--- src/rtl/prim_util_pkg.sv ---
// Shared elaboration-time helpers for sizing vectors from parameters.
package prim_util_pkg;

    // Bits needed to index `value` items; never less than one.
    function automatic int vbits(input int value);
        return (value <= 1) ? 1 : $clog2(value);
    endfunction

endpackage

--- src/rtl/spi_host_cmd_arb_pkg.sv ---
// Types and sizing helpers shared by the SPI host command arbiter.
package spi_host_cmd_arb_pkg;

    typedef enum logic [1:0] {
        IDLE   = 2'd0,
        ISSUE  = 2'd1,
        BUSY   = 2'd2,
        LOCKED = 2'd3
    } arb_state_e;

    // Lock watchdog counter width for a given cycle limit.
    function automatic int tmo_cnt_w(input int timeout_cycles);
        return prim_util_pkg::vbits(timeout_cycles + 1);
    endfunction

endpackage

--- src/rtl/spi_host_rr_pick.sv ---
// Round-robin picker: first set bit of req at or after ptr, wrapping.
// Latency: combinational.
// Backpressure: none; pure function of its inputs.
module spi_host_rr_pick #(
    parameter int N    = 4,
    parameter int IdxW = prim_util_pkg::vbits(N)
) (
    input  logic [N-1:0]    req,
    input  logic [IdxW-1:0] ptr,
    output logic [IdxW-1:0] idx,
    output logic            any
);

    logic [N-1:0] rot;
    logic [IdxW:0] sum;

    // rot[i] holds req[(ptr + i) mod N]
    assign rot = N'({req, req} >> ptr);

    always_comb begin
        idx = '0;
        any = 1'b0;
        sum = '0;
        // Descending scan so the smallest offset from ptr is the last writer.
        for (int i = N - 1; i >= 0; i--) begin
            if (rot[i]) begin
                sum = {1'b0, ptr} + (IdxW + 1)'(i);
                if (sum >= (IdxW + 1)'(N)) begin
                    sum = sum - (IdxW + 1)'(N);
                end
                idx = sum[IdxW-1:0];
                any = 1'b1;
            end
        end
    end

endmodule

--- src/rtl/spi_host_cmd_arb.sv ---
// Arbitrates N command requesters onto one SPI host command port, with CS-hold locking.
// Latency: first cmd_valid_o one cycle after req_valid_i; optional lock watchdog via SPI_HOST_CMD_ARB_TIMEOUT_EN.
// Backpressure: command held in ISSUE until cmd_ready_i; req_ready_o pulses only on that acceptance.
module spi_host_cmd_arb
    import spi_host_cmd_arb_pkg::*;
#(
    parameter int N             = 4,
    parameter int CmdW          = 16,
    parameter int TimeoutCycles = 255
) (
    input  logic                               clk_i,
    input  logic                               rst_i,
    input  logic [N-1:0]                       req_valid_i,
    output logic [N-1:0]                       req_ready_o,
    input  logic [N*CmdW-1:0]                  req_cmd_i,
    input  logic [N-1:0]                       req_csaat_i,
    output logic                               cmd_valid_o,
    input  logic                               cmd_ready_i,
    output logic [CmdW-1:0]                    cmd_o,
    output logic                               cmd_csaat_o,
    input  logic                               done_i,
    output logic [prim_util_pkg::vbits(N)-1:0] grant_idx_o,
    output logic                               busy_o,
    output logic                               timeout_o
);

    localparam int IdxW = prim_util_pkg::vbits(N);

    arb_state_e     state_q, state_d;
    logic [IdxW-1:0] grant_q, grant_d;
    logic [IdxW-1:0] ptr_q, ptr_d;
    logic [IdxW-1:0] next_ptr;
    logic [CmdW-1:0] cmd_q, cmd_d;
    logic            csaat_q, csaat_d;
    logic [IdxW-1:0] pick_idx;
    logic            pick_any;
    logic [CmdW-1:0] cmd_arr [N];

    for (genvar k = 0; k < N; k++) begin : g_cmd_split
        assign cmd_arr[k] = req_cmd_i[k*CmdW +: CmdW];
    end

    spi_host_rr_pick #(
        .N    (N),
        .IdxW (IdxW)
    ) u_pick (
        .req (req_valid_i),
        .ptr (ptr_q),
        .idx (pick_idx),
        .any (pick_any)
    );

    assign next_ptr = (grant_q == IdxW'(N - 1)) ? '0 : grant_q + IdxW'(1);

`ifdef SPI_HOST_CMD_ARB_TIMEOUT_EN
    localparam int TW = tmo_cnt_w(TimeoutCycles);
    logic [TW-1:0] wdog_q, wdog_d;
    logic          tmo_fire;
`else
    logic unused_tmo_cfg;
    assign unused_tmo_cfg = ^TimeoutCycles;
`endif

    always_comb begin
        state_d     = state_q;
        grant_d     = grant_q;
        ptr_d       = ptr_q;
        cmd_d       = cmd_q;
        csaat_d     = csaat_q;
        req_ready_o = '0;
`ifdef SPI_HOST_CMD_ARB_TIMEOUT_EN
        wdog_d      = wdog_q;
        tmo_fire    = 1'b0;
`endif
        unique case (state_q)
            IDLE: begin
                if (pick_any) begin
                    grant_d = pick_idx;
                    cmd_d   = cmd_arr[pick_idx];
                    csaat_d = req_csaat_i[pick_idx];
                    state_d = ISSUE;
                end
            end
            ISSUE: begin
                // done_i is deliberately not looked at here.
                if (cmd_ready_i && !rst_i) begin
                    req_ready_o = N'(1) << grant_q;
                    state_d     = BUSY;
                end
            end
            BUSY: begin
                if (done_i) begin
                    if (csaat_q) begin
                        state_d = LOCKED;
`ifdef SPI_HOST_CMD_ARB_TIMEOUT_EN
                        wdog_d  = '0;
`endif
                    end else begin
                        state_d = IDLE;
                        ptr_d   = next_ptr;
                    end
                end
            end
            LOCKED: begin
                // Only the owner may continue a CS-held transaction.
                if (req_valid_i[grant_q]) begin
                    cmd_d   = cmd_arr[grant_q];
                    csaat_d = req_csaat_i[grant_q];
                    state_d = ISSUE;
                end
`ifdef SPI_HOST_CMD_ARB_TIMEOUT_EN
                else if (wdog_q == TW'(TimeoutCycles - 1)) begin
                    tmo_fire = 1'b1;
                    state_d  = IDLE;
                    ptr_d    = next_ptr;
                end else begin
                    wdog_d = wdog_q + TW'(1);
                end
`endif
            end
            default: state_d = IDLE;
        endcase
    end

    always_ff @(posedge clk_i) begin
        if (rst_i) begin
            state_q <= IDLE;
            grant_q <= '0;
            ptr_q   <= '0;
            cmd_q   <= '0;
            csaat_q <= 1'b0;
        end else begin
            state_q <= state_d;
            grant_q <= grant_d;
            ptr_q   <= ptr_d;
            cmd_q   <= cmd_d;
            csaat_q <= csaat_d;
        end
    end

`ifdef SPI_HOST_CMD_ARB_TIMEOUT_EN
    always_ff @(posedge clk_i) begin
        if (rst_i) begin
            wdog_q <= '0;
        end else begin
            wdog_q <= wdog_d;
        end
    end
    assign timeout_o = tmo_fire;
`else
    assign timeout_o = 1'b0;
`endif

    assign cmd_valid_o = (state_q == ISSUE);
    assign cmd_o       = cmd_q;
    assign cmd_csaat_o = csaat_q;
    assign grant_idx_o = grant_q;
    assign busy_o      = (state_q != IDLE);

endmodule
--- config.mk ---
export PLATFORM = sky130hd
export DESIGN_NAME = spi_host_cmd_arb
export DESIGN_NICKNAME = d
export VERILOG_FILES = /design/src/rtl/prim_util_pkg.sv /design/src/rtl/spi_host_cmd_arb_pkg.sv /design/src/rtl/spi_host_rr_pick.sv /design/src/rtl/spi_host_cmd_arb.sv
export SDC_FILE = /design/constraint.sdc
export NUM_CORES = 1
export LEC_CHECK = 0
export CORE_MARGIN = 1
export CORE_UTILIZATION = 46
export CTS_CLUSTER_SIZE = 10
export DETAILED_ROUTE_END_ITERATION = 10
export GPL_ROUTABILITY_DRIVEN = 0
export PLACE_DENSITY = 0.87
export SLEW_MARGIN = 20
export SYNTH_ARGS = -nofsm -noshare
export SYNTH_HDL_FRONTEND = slang
export SYNTH_SLANG_ARGS = --single-unit
--- constraint.sdc ---
create_clock -name clk_i -period 4.4 [get_ports clk_i]
set_clock_uncertainty 0.2 [all_clocks]
set_input_delay 0.88 -clock clk_i [delete_from_list [all_inputs] [get_ports clk_i]]
set_output_delay 0.88 -clock clk_i [all_outputs]
set_load 0.005 [all_outputs]
* Yosys cells after proc, flatten, opt, wreduce, memory -nomap -nowiden
Index checks and enable logic that the tools add are counted.
Widths: inputs -> output; s select.
** Word-level totals
- Flip-flop bits (word level) :: 23
- Bits of input ports :: 76
- Output and inout port bits :: 26
** Operators by class
- Shift operators :: 2
- Mux-type cells :: 39
- Equal/unequal tests :: 8
- Magnitude comparators :: 8
- Bitwise logic cells :: 3
- Reductions and logical operators :: 9
- $add $sub $neg :: 8
** Operator list (count)
- $mux 16 :: 6
- $bmux 16 s2 :: 2
- $pmux 16 s2 :: 1
- $mux 2 :: 14
- $ge 3x3->1 const B :: 5
- $mux 1 :: 9
- $mux 4 :: 2
- $pmux 2 s4 :: 1
- $shr 8x2->4 :: 1
- $sub 2x1->2 const B :: 4
- $add 2x2->3 const B :: 2
- $bmux 1 s2 :: 3
- $eq 2x2->1 const B :: 3
- $lt 2x3->1 const B :: 2
- $ne 2x2->1 const B :: 3
- $not 2->3 :: 2
- $reduce_and 3->1 :: 2
- $reduce_and 4->1 :: 1
- $reduce_bool 2->1 :: 2
- $shl 1x2->4 const A :: 1
- $add 2x1->3 const B :: 1
- $ge 2x3->1 const B :: 1
- $add 2x1->2 const B :: 1
- $eq 2x1->1 const B :: 1
- 7 further kinds :: 7

* Longest topological paths before layout
- Depth in word-level cells :: 13
- Gate-level depth with buffers :: 7
- Depth with buffers taken out :: 6

* By module
Synthesis repeated with hierarchy kept, for this count alone.
** Second synthesis, totals
- Cells, all modules :: 236
- Area, all modules :: 2223.4 um^2
** Modules (own cells, without submodules)
- spi_host_cmd_arb :: cells an instance 221, sequential area each 460.4 um^2, area each 2145.8 um^2, times used 1
- spi_host_rr_pick :: cells an instance 15, sequential area each 0.0 um^2, area each 77.6 um^2, times used 1

* Least setup slack after synthesis
Ideal clock, no wire load.
- Path kind :: input-to-output
- Start point :: in rst_i
- End point :: out req_ready_o[0]
- Cell stages on the path :: 3
- Data arrival time :: 1.481 ns
- Slack :: 1.839 ns
- Cell sequence :: clkbuf_1 -> nor2b_1 -> and3_1
** On the way
- Word-level cells in the longest chain between the ends :: 4
** Ends and longest elaborated chain
- from (decl) :: RTL line spi_host_cmd_arb.sv:12 : input logic rst_i,
- $logic_not 1->1 :: RTL line spi_host_cmd_arb.sv:86 : if (cmd_ready_i && !rst_i) begin
- $logic_and 1x1->1 :: RTL line spi_host_cmd_arb.sv:86
- $mux 4 :: RTL line spi_host_cmd_arb.sv:86
- $mux 4 :: RTL line spi_host_cmd_arb.sv:75 : unique case (state_q)
- to (decl) :: RTL line spi_host_cmd_arb.sv:14 : output logic [N-1:0] req_ready_o,
No other way between the ends.

* Worst setup path in the final report
Same ends and word-level chain as after synthesis.

==> flow_summary.yaml <==
run_status:
  outcome: "complete, no violations"
clock_network:
  cts_resized: 0
  cts.sinks: 23
  postCtsSetupBuffers: 0
  htreeDepth: 1
  cts_inserted_buffers: 3
  cts-root-buf: "clkbuf_8"
  ctsHoldBuffers: 0
  max-clock-path-buffers: 2
  insertion_delay_ps: 260
  cts_tree: "done"
  clkSlewWorstSetupHoldPaths_ps: 90
grt:
  grt_pass1_wl_um: 12200
  antenna_found_initial: 0
  track_usage: 0.294
  gr-total-overflow: 0
  grt_max_degree: 36
  grt_pass1_vias: 2637
layout:
  multi_input_area_um2: 1650
  drive_gt1_frac: 0.0963
  fillCellCount: 377
  final_cell_mix: "100 x clkdlybuf4s50_1, 51 x nand3_1, 34 x o21ai_0, 23 x a21oi_1, 23 x dfxtp_1"
  seqCellArea_um2: 460
  utilization: 0.705
  diodes: 0
  nets: 438
  areaGrowthSynthToFinish_pct: 46.7
  layout_commonest_cell: "clkdlybuf4s50_1"
die:
  die_y_um: 72.2
  core.rowCount: 25
  start_util: 0.480
  fp.dieW_um: 72.2
  io_pins: 102
  core_um2: 4720
  die_area_um2: 5220
flow_run:
  max-cap-violations: 0
worst_setup_path:
  crit_arrival_ps: 2490
  r2r_slack_ps: 1740
  crit_path_start_kind: "input port"
  cp.required_ps: 3320
  setup.worst_path.class: "in -> out"
  critical_path.max_fanout: 9
  endpoint_kind: "output pin"
yosys:
  ys_seq_elements: 23
  synth_fp_nets: 353
  ys_seq_area_frac: 0.203
  mappedNetlistArea_um2: 2270
  yosysTopAreaCellShare: 0.203
  syn_area_per_cell_um2: 8.43
  synthArstFlopShare: 0
  syn_inst: 269
  synth_flop_cell: "dfxtp_1"
  synth_top_area_cell: "dfxtp_1"
  yosys.cell_types.count: 41
  synthTopCellsByArea: "dfxtp_1 20%, mux4_2 18%, nand3_1 11%"
  yosysWarnings: 0
  synth_edf_count: 0
route:
  routed_wirelength_um: 7800
  wl_per_cell_um: 18.6
  final_antenna_net_count: 0
  drc: 0
  drt_iter0_drc: 265
  num_vias: 2762
  vias_per_cell: 6.58
  first_pass_iters: 5
timing:
  max_freq_ghz: 0.280
  fin_crit_ps: 3570
  tightest_slew_ps: 856
  setup_viol: 0
  hold_violations: 0
  final_max_slew_viol_count: 0
  period_share: 0.811
  slew_headroom: 0.427
  rsz0062_at_grt: "false"
  finalSetupTns_ps: 0
power_and_ir_drop:
  p_comb_frac: 0.584
  seq_power_share: 0.292
  ir_worst_vdd_v: 0.000258
  cellLeakagePower_nw: 1.15
  p_sw_uw: 419
  p_int_uw: 700
  pwr-share-clk: 0.124
  power_density_nw_per_um2: 336
  swShare: 0.374
min_path:
  hold_class: "reg -> reg"
placed_design:
  dp.final_hpwl_um: 5280
  numPortBuffers: 100
## layout make-up
cell class,count,area share
Clock buffer,4,0.0135
Sequential cell,23,0.138
Timing Repair Buffer,107,0.317
Tap cell,67,0.0252
Multi-Input combinational cell,210,0.496
Inverter,9,0.0102
## Yosys cell counts, types with 2 or more instances
| cell | instances |
|---|---|
| a21oi_1 | 23 |
| a22o_1 | 17 |
| a311oi_1 | 17 |
| and3_1 | 4 |
| buf_2 | 10 |
| buf_4 | 3 |
| clkbuf_1 | 12 |
| dfxtp_1 | 23 |
| ha_1 | 8 |
| inv_1 | 8 |
| mux2i_1 | 2 |
| mux4_2 | 18 |
| nand2_1 | 7 |
| nand2b_1 | 2 |
| nand3_1 | 51 |
| nor2_1 | 4 |
| nor2b_1 | 3 |
| o21ai_0 | 34 |
## power groups by stage
stage	registers, mW	clock network (mW)	logic, mW
final	0.326	0.139	0.653
after floorplan	0.327	0	0.342
after CTS	0.326	0.139	0.648
after global placement	0.329	0	0.629
after detailed placement	0.330	0	0.644
after global routing	0.335	0.150	0.702
## kinds of logic after synthesis
kind of cell,after synthesis,synth area share
buffers and inverters,36,0.0706
flip-flops,23,0.203
adder cells (fa/ha/maj),8,0.0441
AO/OA/AOI/OAI,101,0.301
other,1,0.00165
multiplexers,20,0.188
AND/OR/NAND/NOR,80,0.192
## registers in the layout (all words and copies together), names as in the netlist
signal,flops
grant_idx_o,2
cmd_csaat_o,1
ptr_q,2
cmd_o,16
state_q,2
## worst paths after layout
check / start / endpoint / cells after the start
worst max-delay path: rst_i / req_ready_o[0] / 4
worst min-delay path: cmd_o[6]$_SDFFE_PP0P_ / cmd_o[6]$_SDFFE_PP0P_ / 1
worst max register to register: state_q[1]$_SDFFE_PP0P_ / cmd_o[15]$_SDFFE_PP0P_ / 5
worst min register to register: cmd_o[6]$_SDFFE_PP0P_ / cmd_o[6]$_SDFFE_PP0P_ / 1
## worst max-delay path, stage by stage
cell and delay (ps):
clkdlybuf4s50_1 600, nor2b_1 310, and3_1 200, clkdlybuf4s50_1 500
## through the flow
step | hold WS [ps] | total power, mW | instances | setup slack [ps] | cell area, µm²
after global routing | 306 | 1.19 | 420 | 690 | 3330
after CTS | 291 | 1.11 | 420 | 817 | 3330
after detailed placement | 268 | 0.974 | 416 | 826 | 3280
after floorplan | 265 | 0.669 | 269 | 1840 | 2270
after global placement | 261 | 0.957 | 416 | 870 | 3280
final | 284 | 1.12 | 420 | 830 | 3330
## metal layers
layer,global-route usage,vias to the layer above,wire (µm)
met5,0,-,0
met4,0.0806,0,96
met3,0.0500,16,624
met2,0.513,169,3930
met1,0.374,1347,3140
li1,-,1230,-
No activity file was read; power rests on OpenSTA's default activity.
